File: src/rtl/arb8_pkg.sv
// Shared definitions for the 8-way round-robin arbiter: requester count,
// FSM state encodings and the circular priority search.
package arb8_pkg;

    localparam int unsigned N_REQ = 8;
    localparam int unsigned IDX_W = 3;

    typedef enum logic [1:0] {
        ST_IDLE    = 2'd0,
        ST_GRANT   = 2'd1,
        ST_RELEASE = 2'd2
    } arb_state_e;

    // First set request bit at or above ptr, wrapping past the top requester.
    // The caller only uses the result when at least one request is set.
    function automatic logic [IDX_W-1:0] rr_pick(
        input logic [N_REQ-1:0] req,
        input logic [IDX_W-1:0] ptr
    );
        logic [IDX_W-1:0] idx;
        logic             found;
        rr_pick = ptr;
        found   = 1'b0;
        for (int k = 0; k < N_REQ; k++) begin
            idx = ptr + IDX_W'(k);
            if (!found && req[idx]) begin
                rr_pick = idx;
                found   = 1'b1;
            end
        end
    endfunction

    // Priority pointer after an owner lets go: the slot just above it,
    // with the top requester wrapping to 0 through the 3-bit overflow.
    function automatic logic [IDX_W-1:0] next_ptr(input logic [IDX_W-1:0] idx);
        next_ptr = idx + IDX_W'(1);
    endfunction

endpackage

File: src/rtl/dec3to8.sv
// Enabled 3-to-8 one-hot decoder; output is all zero when en is low.
module dec3to8 (
    input  logic [2:0] a,
    input  logic       en,
    output logic [7:0] s
);

    // Single bit set at position a, only while enabled.
    always_comb begin
        s = 8'h00;
        if (en) begin
            s[a] = 1'b1;
        end
    end

endmodule

File: src/rtl/arb8_rr.sv
// 8-way round-robin arbiter with per-grant hold limit and timeout flag.
//
//   state      | meaning
//   -----------+-----------------------------------------------------------
//   ST_IDLE    | no grant; arbitrate from ptr whenever any req is set
//   ST_GRANT   | gnt_idx owns the resource; hold_cnt counts grant cycles
//   ST_RELEASE | one-cycle dead gap after a grant; may arbitrate again
//
// A grant ends on done, on the owner dropping its request, or when it has
// been held for MAX_HOLD cycles. Only the last cause on its own raises
// to_err during the release cycle.
module arb8_rr
    import arb8_pkg::*;
#(
    parameter int unsigned MAX_HOLD = 15
) (
    input  logic             clk,
    input  logic             rst_n,
    input  logic [N_REQ-1:0] req,
    input  logic             done,
    output logic [N_REQ-1:0] gnt,
    output logic [IDX_W-1:0] gnt_idx,
    output logic             gnt_vld,
    output logic             to_err
);

    localparam int unsigned      HOLD_W    = (MAX_HOLD > 1) ? $clog2(MAX_HOLD) : 1;
    localparam logic [HOLD_W-1:0] HOLD_LAST = HOLD_W'(MAX_HOLD - 1);

    arb_state_e        state_q;
    logic [IDX_W-1:0]  ptr_q;
    logic [IDX_W-1:0]  gnt_idx_q;
    logic [HOLD_W-1:0] hold_cnt_q;
    logic              gnt_vld_q;
    logic              to_err_q;

    logic [IDX_W-1:0]  winner;
    logic [IDX_W-1:0]  ptr_d;
    logic              owner_req;
    logic              hold_last;
    logic              release_now;
    logic              timeout_only;

    // Arbitration result and grant-termination conditions for this cycle.
    always_comb begin
        winner       = rr_pick(req, ptr_q);
        ptr_d        = next_ptr(gnt_idx_q);
        owner_req    = req[gnt_idx_q];
        hold_last    = (hold_cnt_q == HOLD_LAST);
        release_now  = done || !owner_req || hold_last;
        timeout_only = hold_last && !done && owner_req;
    end

    // Arbiter FSM with all state and registered outputs.
    always_ff @(posedge clk or negedge rst_n) begin
        if (!rst_n) begin
            state_q    <= ST_IDLE;
            ptr_q      <= '0;
            gnt_idx_q  <= '0;
            hold_cnt_q <= '0;
            gnt_vld_q  <= 1'b0;
            to_err_q   <= 1'b0;
        end else begin
            to_err_q <= 1'b0;
            case (state_q)
                ST_IDLE, ST_RELEASE: begin
                    if (|req) begin
                        state_q    <= ST_GRANT;
                        gnt_idx_q  <= winner;
                        hold_cnt_q <= '0;
                        gnt_vld_q  <= 1'b1;
                    end else begin
                        state_q   <= ST_IDLE;
                        gnt_vld_q <= 1'b0;
                    end
                end
                ST_GRANT: begin
                    if (release_now) begin
                        state_q   <= ST_RELEASE;
                        gnt_vld_q <= 1'b0;
                        ptr_q     <= ptr_d;
                        to_err_q  <= timeout_only;
                    end else begin
                        hold_cnt_q <= hold_cnt_q + HOLD_W'(1);
                    end
                end
                default: begin
                    state_q   <= ST_IDLE;
                    gnt_vld_q <= 1'b0;
                end
            endcase
        end
    end

    // One-hot grant decoded from the registered owner index.
    dec3to8 u_dec (
        .a  (gnt_idx_q),
        .en (gnt_vld_q),
        .s  (gnt)
    );

    assign gnt_idx = gnt_idx_q;
    assign gnt_vld = gnt_vld_q;
    assign to_err  = to_err_q;

endmodule
File: config.mk
export PLATFORM = sky130hd
export DESIGN_NAME = arb8_rr
export DESIGN_NICKNAME = d
export VERILOG_FILES = /design/src/rtl/arb8_pkg.sv /design/src/rtl/dec3to8.sv /design/src/rtl/arb8_rr.sv
export SDC_FILE = /design/constraint.sdc
export NUM_CORES = 1
export LEC_CHECK = 0
export CORE_MARGIN = 4
export CORE_UTILIZATION = 35
export DETAILED_ROUTE_END_ITERATION = 8
export PLACE_DENSITY_LB_ADDON = 0.12
export SLEW_MARGIN = 30
export SYNTH_ARGS = -nofsm -noshare
export SYNTH_HDL_FRONTEND = slang
export SYNTH_SLANG_ARGS = --single-unit
File: constraint.sdc
create_clock -name clk -period 2.7 [get_ports clk]
set_clock_uncertainty 0.2 [all_clocks]
set_input_delay 0.675 -clock clk [delete_from_list [all_inputs] [get_ports clk]]
set_output_delay 0.675 -clock clk [all_outputs]
set_load 0.01 [all_outputs]
# Yosys cells after proc, flatten, opt, wreduce, memory -nomap -nowiden
# Index checks and enable logic that the tools add are counted.
# op_classes
add_sub_neg	9
n_lt_le_gt_ge	10
n_eq_ne	6
n_mux	46
n_reduce_logical	28
# op_table
op	n
$lt A3 B4 Y1 const B	9
$bmux W1 S3	9
$mux W1	22
$mux W3	7
$add A3 B3 Y3 const B	4
$logic_and A1 B1 Y1	10
$logic_not A1 Y1	9
$mux W4	2
$mux W8	1
$pmux W4 S2	1
$reduce_or A8 Y1	1
$add A3 B1 Y3 const B	2
$add A3 B2 Y3 const B	2
$ne A2 B2 Y1 const B	3
$add A4 B1 Y4 const B	1
$eq A4 B4 Y1 const B	1
$pmux W2 S2	1
$reduce_and A2 Y1	2
$demux W1 S3	1
$ge A3 B1 Y1 const B	1
$reduce_and A3 Y1	1
$eq A2 B1 Y1 const B	1
$eq A2 B2 Y1 const B	1
$logic_not A2 Y1	1
5 further kinds	6
# word_totals
reg_bits	14
input_bits	11
out_inout_bits	13
elab_cells	105

# Logic depth before layout (Yosys ltp)
# Gate-level depths: netlist of run 1.
# logic_depth
ltp_word	24
mapped_depth	11
ltp_nobuf	8

# Hierarchy
# A second synthesis of run 1 with hierarchy kept.
# hier_totals
hier_cells	154
hier_area_um2	1526.5
# modules_own_cells
module	instances	cells_each	area_per_inst_um2	seq_area_each_um2
arb8_rr	1	146	1430.1	325.3
dec3to8	1	8	96.3	0.0

# Least setup slack after synthesis of run 1
# No wires, ideal clock.
# synth_timing
path_kind	register -> register
from	register ptr_q[0]
to	register gnt_idx_q[2] (netlist: gnt_idx[2])
setup_time_ns	0.087
arrival_time_ns	2.553
required_ns	2.413
slack_ns	-0.140
stages_incl_launch_ff	12
n_path_buf	3
synth_period_minus_slack_ns	2.840
path_cell_list	dfrtp_1 > buf_6 > buf_8 > inv_2 > ha_1 > buf_4 > mux4_2 > mux2i_1 > and2_1 > nand4b_4 > or3_1 > o211ai_1
# synth_between
elab_chain_len	24
elab_cells_between_ends	51
cone_classes	7 x add/sub; 30 x mux; 14 x reduce/logical
# synth_rtl
element	line_no	source
start, declared	arb8_rr.sv:31	logic [IDX_W-1:0] ptr_q;
start signal, assigned	arb8_rr.sv:81	ptr_q <= ptr_d;
branches (longest 23 deep; another with $add A3 B1 Y3)	-	
$mux W3 *	arb8_pkg.sv:26	if (!found && req[idx]) begin
end signal, assigned	arb8_rr.sv:69	gnt_idx_q <= winner;
end, declared	arb8_rr.sv:32	logic [IDX_W-1:0] gnt_idx_q;
# Mark *: on every way between the ends. The select of a mux whose other input is x is not followed.
# A chain may end at the register's enable or synchronous reset.

# Final worst setup path of run 1
# layout_timing
from	input port req[3]
to	register gnt_idx_q[2] (netlist: gnt_idx[2])
# layout_between
elab_chain_len	24
elab_cells_between_ends	46
cone_classes	30 x mux; 16 x reduce/logical
# layout_rtl
element	line_no	source
start, declared	arb8_rr.sv:19	input logic [N_REQ-1:0] req,
$bmux W1 S3	arb8_pkg.sv:26	
$mux W1 (implied by the code)	arb8_pkg.sv:26	
$mux W1	arb8_pkg.sv:26	
$logic_not A1 Y1	arb8_pkg.sv:26	
$logic_and A1 B1 Y1	arb8_pkg.sv:26	
$mux W1	arb8_pkg.sv:26	
$logic_not A1 Y1	arb8_pkg.sv:26	
$logic_and A1 B1 Y1	arb8_pkg.sv:26	
(+8 left out)	-	
$logic_and A1 B1 Y1	arb8_pkg.sv:26	
$mux W1	arb8_pkg.sv:26	
$logic_not A1 Y1	arb8_pkg.sv:26	
$logic_and A1 B1 Y1	arb8_pkg.sv:26	
$mux W1	arb8_pkg.sv:26	
$logic_not A1 Y1	arb8_pkg.sv:26	
$logic_and A1 B1 Y1	arb8_pkg.sv:26	
$mux W3	arb8_pkg.sv:26	
# Parallel ways exist; a longest one is shown, timed or not. The select of a mux whose other input is x is not followed.

==> results.json, run 1 <==
{
  "fin_crit_ns": 2.66,
  "path_cells": "dlygate4sd2_1, mux4_2, mux2i_2, buf_4, and2_4, nand4b_4, or3_1, o211ai_1",
  "grt_max_degree": 15,
  "placed_cells": 257,
  "synth_seq_cells": 13,
  "post-route-period-util": 0.986,
  "cts.sinks": 13,
  "slowest_delay_ns": 0.56,
  "cts.htree.levels": 1,
  "synth_top_area_share": 0.213,
  "fillers": 377,
  "numCtsBuffers": 3,
  "area.growth.synth_to_final_pct": 46.6,
  "rows": 23,
  "grt_usage": 0.167,
  "post-synth-top-area-cell": "dfrtp_1",
  "place.gp.congestion": 0.808,
  "final_max_slew_viol_count": 0,
  "coreArea_mm2": 0.00412,
  "synth_seq_area_share": 0.213,
  "dieArea_mm2": 0.00547,
  "clk-insertion-delay-late_ns": 0.25,
  "hpwl_um": 3470,
  "relSlewSlack": 0.539,
  "num-nets-final": 238,
  "worstPathMaxFanout": 6,
  "postRouteWirelength_um": 4440,
  "yosysMostFrequentCell": "nand2_1",
  "path_delay_family": "multiplexers",
  "drc": 0,
  "setup_viol": 0,
  "synthTopCellsByArea": "dfrtp_1 (21%), mux4_2 (16%), mux2i_1 (5.9%), nand2_1 (4.9%), ha_1 (4.1%)",
  "portBuffers": 23,
  "firstDrtPassIters": 4,
  "ant_nets": 0,
  "ys.flop_type": "dfrtp_1",
  "clkTransAtPathRegs_ns": 0.06,
  "outcome": "finished clean",
  "path_class": "input pin to register",
  "worstSetupEndpointType": "register",
  "hold_viol": 0,
  "vias": 1509,
  "synth_area_mm2": 0.00152,
  "holdBufCountCts": 0,
  "setup_tns_ns": 0,
  "drive_gt1_frac": 0.380,
  "cp-start-kind": "input pin",
  "synth_edf_count": 0,
  "initial_utilization": 0.370,
  "grt_pass1_vias": 1514,
  "synthDistinctLibCells": 55,
  "max-cap-violations": 0,
  "ir_worst_vdd_mv": 0.597,
  "worst_pin_slew_ns": 0.687,
  "rsz0062_at_grt": "yes",
  "powerDensity_mw_per_mm2": 1560,
  "required_ns": 2.66,
  "cp.arrival_ns": 2.62,
  "async_flop_share": 1.00,
  "p_leak_nw": 0.982,
  "synth_cells": 159,
  "postSynthAreaPerCell_um2": 9.58,
  "fp.dieH_um": 74.0,
  "whs_ns": 0.354,
  "vias_per_cell": 5.57,
  "grt_pass1_wl_um": 6990,
  "grt_antenna_before_repair": 0,
  "yosysWarnings": 0,
  "wl_per_cell_um": 16.4,
  "crit_slowest_cell": "mux4_2",
  "die_x_um": 74.0,
  "grt_overflow_total": 0,
  "cts_max_path_buffers": 2,
  "ios": 24,
  "clockRootBuffer": "clkbuf_8",
  "hold_path.class": "register to register",
  "syn_nets": 175,
  "antenna_cells": 0,
  "layoutNonFillerInstCount": 271,
  "fmax_ghz": 0.376,
  "tritoncts": "done",
  "crit_buf_inv": 2,
  "synth_common_cells": "nand2_1 (20), dfrtp_1 (13), nor2_1 (12), mux4_2 (11), mux2i_1 (9)",
  "initialDrtViolationCount": 122
}
==> per-layer routing <==
layer	GRT usage	part of all wire	vias up
met1	0.213	0.43	747
met5	0	0	-
li1	-	-	725
met2	0.286	0.53	28
met3	0.0338	0.023	9
met4	0.0483	0.019	0
==> state kept, by name, summed over array words and instances (netlist names) <==
register and cells:
state_q 1, hold_cnt_q 4, to_err 1, ptr_q 3
gnt_vld 1, gnt_idx 3
==> repair_timing <==
item,4_1_cts,5_1_grt
hold endpoints to repair,0,0
gates resized for setup,15,17
setup endpoints to repair,3,3
pin swaps,1,6
buffers inserted,1,9
==> cell usage in the layout, fill, tap and decap left out, types with 3 or more instances in the layout <==
cell type,instances
clkdlybuf4s50_1,15
dlygate4sd2_1,8
mux2i_4,3
nand2b_1,4
nor3_1,4
or3_1,3
mux2i_1,7
dfrtp_1,13
mux4_2,12
a21oi_1,3
buf_4,37
clkbuf_8,3
nand4_1,3
and3_1,3
buf_6,5
inv_1,7
nor2_1,12
o21ai_0,7
ha_1,3
nand2_1,19
==> final timing paths <==
path | cells past startpoint | endpoint | start | slack [ns]
hold / removal | 2 | to_err | state_q[1] | 0.35
max in group asynchronous | 1 | to_err | rst_n | 1.28
hold reg to reg | 2 | to_err | state_q[1] | 0.35
setup / recovery | 8 | gnt_idx[2] | req[3] | 0.04
min in group asynchronous | 1 | gnt_idx[0] | rst_n | 0.61
setup reg to reg | 9 | gnt_idx[2] | ptr_q[0] | 0.05
==> final cells by class <==
class,instances,area [um^2],share of cell area
timing repair buffer,65,554,0.248
sequential,13,325,0.146
clock buffer,3,41.3,0.0185
multi-input combinational,130,1210,0.541
clock inverter,1,5.00,0.00224
tap,50,62.6,0.0280
inverter,9,36.3,0.0162
==> tightest hold or removal path: stages (launching register included) <==
cell     delay, ns
dfrtp_1       0.32
nor2b_1       0.05
nor4b_1       0.14
==> per-stage QoR <==
stage	utilization	power, mW	worst slack [ns]	area, um^2
final	0.543	3.49	0.0377	2230
after global routing	0.543	3.75	-0.0362	2230
after CTS	0.512	3.14	0.0323	2110
after detailed placement	0.493	2.84	-0.463	2030
after global placement	0.493	2.81	-0.395	2030
after floorplan	-	2.02	-0.0347	1550
==> report_power, final <==
group	total [mW]	switching [mW]	internal, mW
clock	0.177	0.0751	0.102
sequential	0.379	0.117	0.262
combinational	2.93	1.34	1.59
==> kinds of logic (layout without fill, tap and decap cells) <==
logic type / after synthesis / count (layout) / synth area share
xor gates and xnor gates: 6 / 6 / 0.0394
AOI/OAI and AO/OA: 29 / 29 / 0.132
DFF: 13 / 13 / 0.213
muxes: 26 / 26 / 0.289
and+or+nand+nor: 64 / 64 / 0.229
buffers and inverters: 16 / 78 / 0.0558
adders and majority gates: 5 / 5 / 0.0411
Power figures use the tool's default switching activity.
==> run 2, diff against run 1 <==
ABC_AREA = 1   (was unset)
==> run 2 against run 1 <==
Against the previous run:
- clock power hardly changed
- highest routed layer unchanged
- global-route usage about the same
- core utilization shrank 4.4 points
- cell count is 21% higher
- critical path depth shrank 4
==> results.json, run 2 <==
{
  "placed_cells": 322,
  "yosysMostFrequentCell": "nand2_1",
  "post-synth-top-area-cell": "dfrtp_1",
  "cts.htree.levels": 1,
  "setup_viol": 0,
  "regMostFlops": "hold_cnt_q",
  "final_cell_mix": "nand2_1 (55), nand3_1 (39), nor2_1 (26), buf_4 (26), inv_1 (22)",
  "path_class": "register to output port",
  "initialDrtViolationCount": 120,
  "fin_crit_ns": 2.54,
  "initial_utilization": 0.362,
  "p_leak_nw": 1.07,
  "final_core_util": 0.499,
  "vias_per_cell": 4.88,
  "ios": 24,
  "grt_pass1_wl_um": 7020,
  "grt_pass1_vias": 1519,
  "cp-start-kind": "register",
  "worst_pin_slew_ns": 0.580,
  "synth_edf_count": 0,
  "firstDrtPassIters": 4,
  "crit_slowest_cell": "clkdlybuf4s50_1",
  "synth_top_area_share": 0.225,
  "placed_area_mm2": 0.00188,
  "synth_common_cells": "nand2_1 (58), nand3_1 (40), nor2_1 (26), inv_1 (23), nand2_2 (14)",
  "hold_viol": 0,
  "grt_antenna_before_repair": 0,
  "portBuffers": 23,
  "cts_max_path_buffers": 2,
  "worstSetupEndpointType": "output port",
  "ys.flop_type": "dfrtp_1",
  "clkTransAtPathRegs_ns": 0.06,
  "die_x_um": 72.3,
  "fmax_ghz": 0.393,
  "largest_reg_flops": 4,
  "numCtsBuffers": 3,
  "clk-insertion-delay-late_ns": 0.24,
  "outcome": "finished clean",
  "hpwl_um": 3390,
  "synth_cells": 230,
  "ir_worst_vdd_mv": 0.696,
  "grt_usage": 0.167,
  "wl_per_cell_um": 12.8,
  "worst_path_most_repeated_cell": "nor2_1",
  "postRouteWirelength_um": 4210,
  "drive_gt1_frac": 0.230,
  "finalWorstSetupSlack_ns": 0.156,
  "final_max_slew_viol_count": 0,
  "path_delay_family": "buffers and inverters",
  "layoutNonFillerInstCount": 328,
  "hold_path.class": "register to register",
  "fp.dieH_um": 72.3,
  "setup_tns_ns": 0,
  "grt_overflow_total": 0,
  "design_area_mm2": 0.00200,
  "area.growth.synth_to_final_pct": 37.9,
  "cp.arrival_ns": 1.67,
  "async_flop_share": 1.00,
  "required_ns": 1.82,
  "max-cap-violations": 0,
  "grt_max_degree": 14,
  "synth_seq_area_share": 0.225,
  "synthTopCellsByArea": "dfrtp_1 (22%), nand2_1 (15%), nand3_1 (14%), nor2_1 (6.7%), nand2_2 (6.1%)",
  "synth_seq_cells": 13,
  "layout.cells.most_common": "nand2_1",
  "postSynthAreaPerCell_um2": 6.29,
  "syn_nets": 246,
  "dieArea_mm2": 0.00523,
  "num-nets-final": 295,
  "yosysWarnings": 0,
  "place.gp.congestion": 0.807,
  "clockRootBuffer": "clkbuf_8",
  "post-route-period-util": 0.942,
  "worstPathMaxFanout": 9,
  "crit_buf_inv": 2,
  "antenna_cells": 0,
  "slowest_delay_ns": 0.55,
  "vias": 1600,
  "synthDistinctLibCells": 31,
  "cts.sinks": 13,
  "relSlewSlack": 0.612,
  "rows": 23,
  "coreArea_mm2": 0.00400,
  "path_cells": "nor2_1, inv_1, nor2_1, clkdlybuf4s50_1",
  "ant_nets": 0,
  "drc": 0,
  "tritoncts": "done",
  "powerDensity_mw_per_mm2": 1540,
  "fillers": 414,
  "pre_cts_ws_ns": -0.153,
  "synth_area_mm2": 0.00145
}
run 2: cell count changes after synthesis, sizes merged, moves of 12 or more:
cell | previous run | this run
nand2 | 20 | 72
nand3 | 2 | 45
inv | 9 | 24
nor2 | 13 | 27
mux2i | 12 | 0
mux4 | 12 | 0
run 2: worst reg2reg max path, stage by stage (launching register included):
cell and delay (ns):
dfrtp_2 0.42, inv_4 0.05, ha_4 0.26, buf_4 0.15, nand3_1 0.12, nand2_1 0.10
nand2_1 0.05, nand2_1 0.09, inv_1 0.09, nor3_4 0.25, nand2_2 0.12, nor2_4 0.11
nand3b_2 0.12, o21ai_1 0.14, inv_1 0.05, nand2_1 0.05, nand2_1 0.05
run 2: layout make-up:
class | instances | area [um^2] | area share
flip-flops and latches | 13 | 327 | 0.164
clock inverters | 1 | 5.00 | 0.00251
clock buffers | 3 | 41.3 | 0.0207
repair buffers | 49 | 445 | 0.223
inverters | 25 | 96.3 | 0.0482
well taps | 50 | 62.6 | 0.0313
multi-input cells | 187 | 1020 | 0.511
run 2: timing repair:
action | in CTS | in global routing
hold endpoints to repair | 0 | 0
setup endpoints to repair | 0 | 3
resized for setup | 0 | 19
buffers inserted | 0 | 2
hold buffers | 0 | 0
run 2: path summary, 6_finish.rpt:
kind	from	end	slack (ns)	cells past startpoint
min	hold_cnt_q[3]	hold_cnt_q[3]	0.35	2
min in group asynchronous	rst_n	hold_cnt_q[1]	0.60	1
max reg2reg	ptr_q[0]	gnt_idx[1]	0.19	16
min reg2reg	hold_cnt_q[3]	hold_cnt_q[3]	0.35	2
max	gnt_idx[1]	gnt[0]	0.16	4
max in group asynchronous	rst_n	ptr_q[0]	1.29	1
run 2: cells by family (layout without fill, tap and decap cells):
| logic type | after synthesis | in the layout | synth area share |
|---|---|---|---|
| simple gates | 154 | 154 | 0.506 |
| buf+inv | 30 | 78 | 0.0977 |
| flops | 13 | 13 | 0.225 |
| xor+xnor | 8 | 8 | 0.0536 |
| compound gates | 20 | 20 | 0.0743 |
| fa+ha+maj | 5 | 5 | 0.0432 |
run 2: report_power, final:
group          internal, mW  leakage, nW  switching, mW
clock network         0.102       0.0255         0.0727
registers             0.274        0.164          0.129
logic                  1.03        0.879           1.46
total                  1.41         1.07           1.66
run 2: routing by layer:
| metal | vias up | GRT usage | part of all wire | wire length [um] |
|---|---|---|---|---|
| li1 | 850 | - | - | - |
| met4 | 0 | 0.0334 | 0.0088 | 37 |
| met2 | 27 | 0.270 | 0.45 | 1900 |
| met5 | - | 0 | 0 | 0 |
| met3 | 7 | 0.00831 | 0.035 | 146 |
| met1 | 716 | 0.247 | 0.50 | 2120 |
run 2: per-stage QoR:
stage | hold slack (ns) | power, mW
5_1_grt | 0.404 | 3.43
4_1_cts | 0.353 | 2.96
2_1_floorplan | 0.179 | 1.96
3_3_place_gp | 0.342 | 2.77
3_5_place_dp | 0.353 | 2.77
6_report | 0.348 | 3.07
==> run 3, diff against run 2 <==
CTS_BUF_LIST = sky130_fd_sc_hd__clkbuf_8   (was unset)
==> results of run 3 <==
No change in the layout: final DEF, timing and power equal those of run 2.
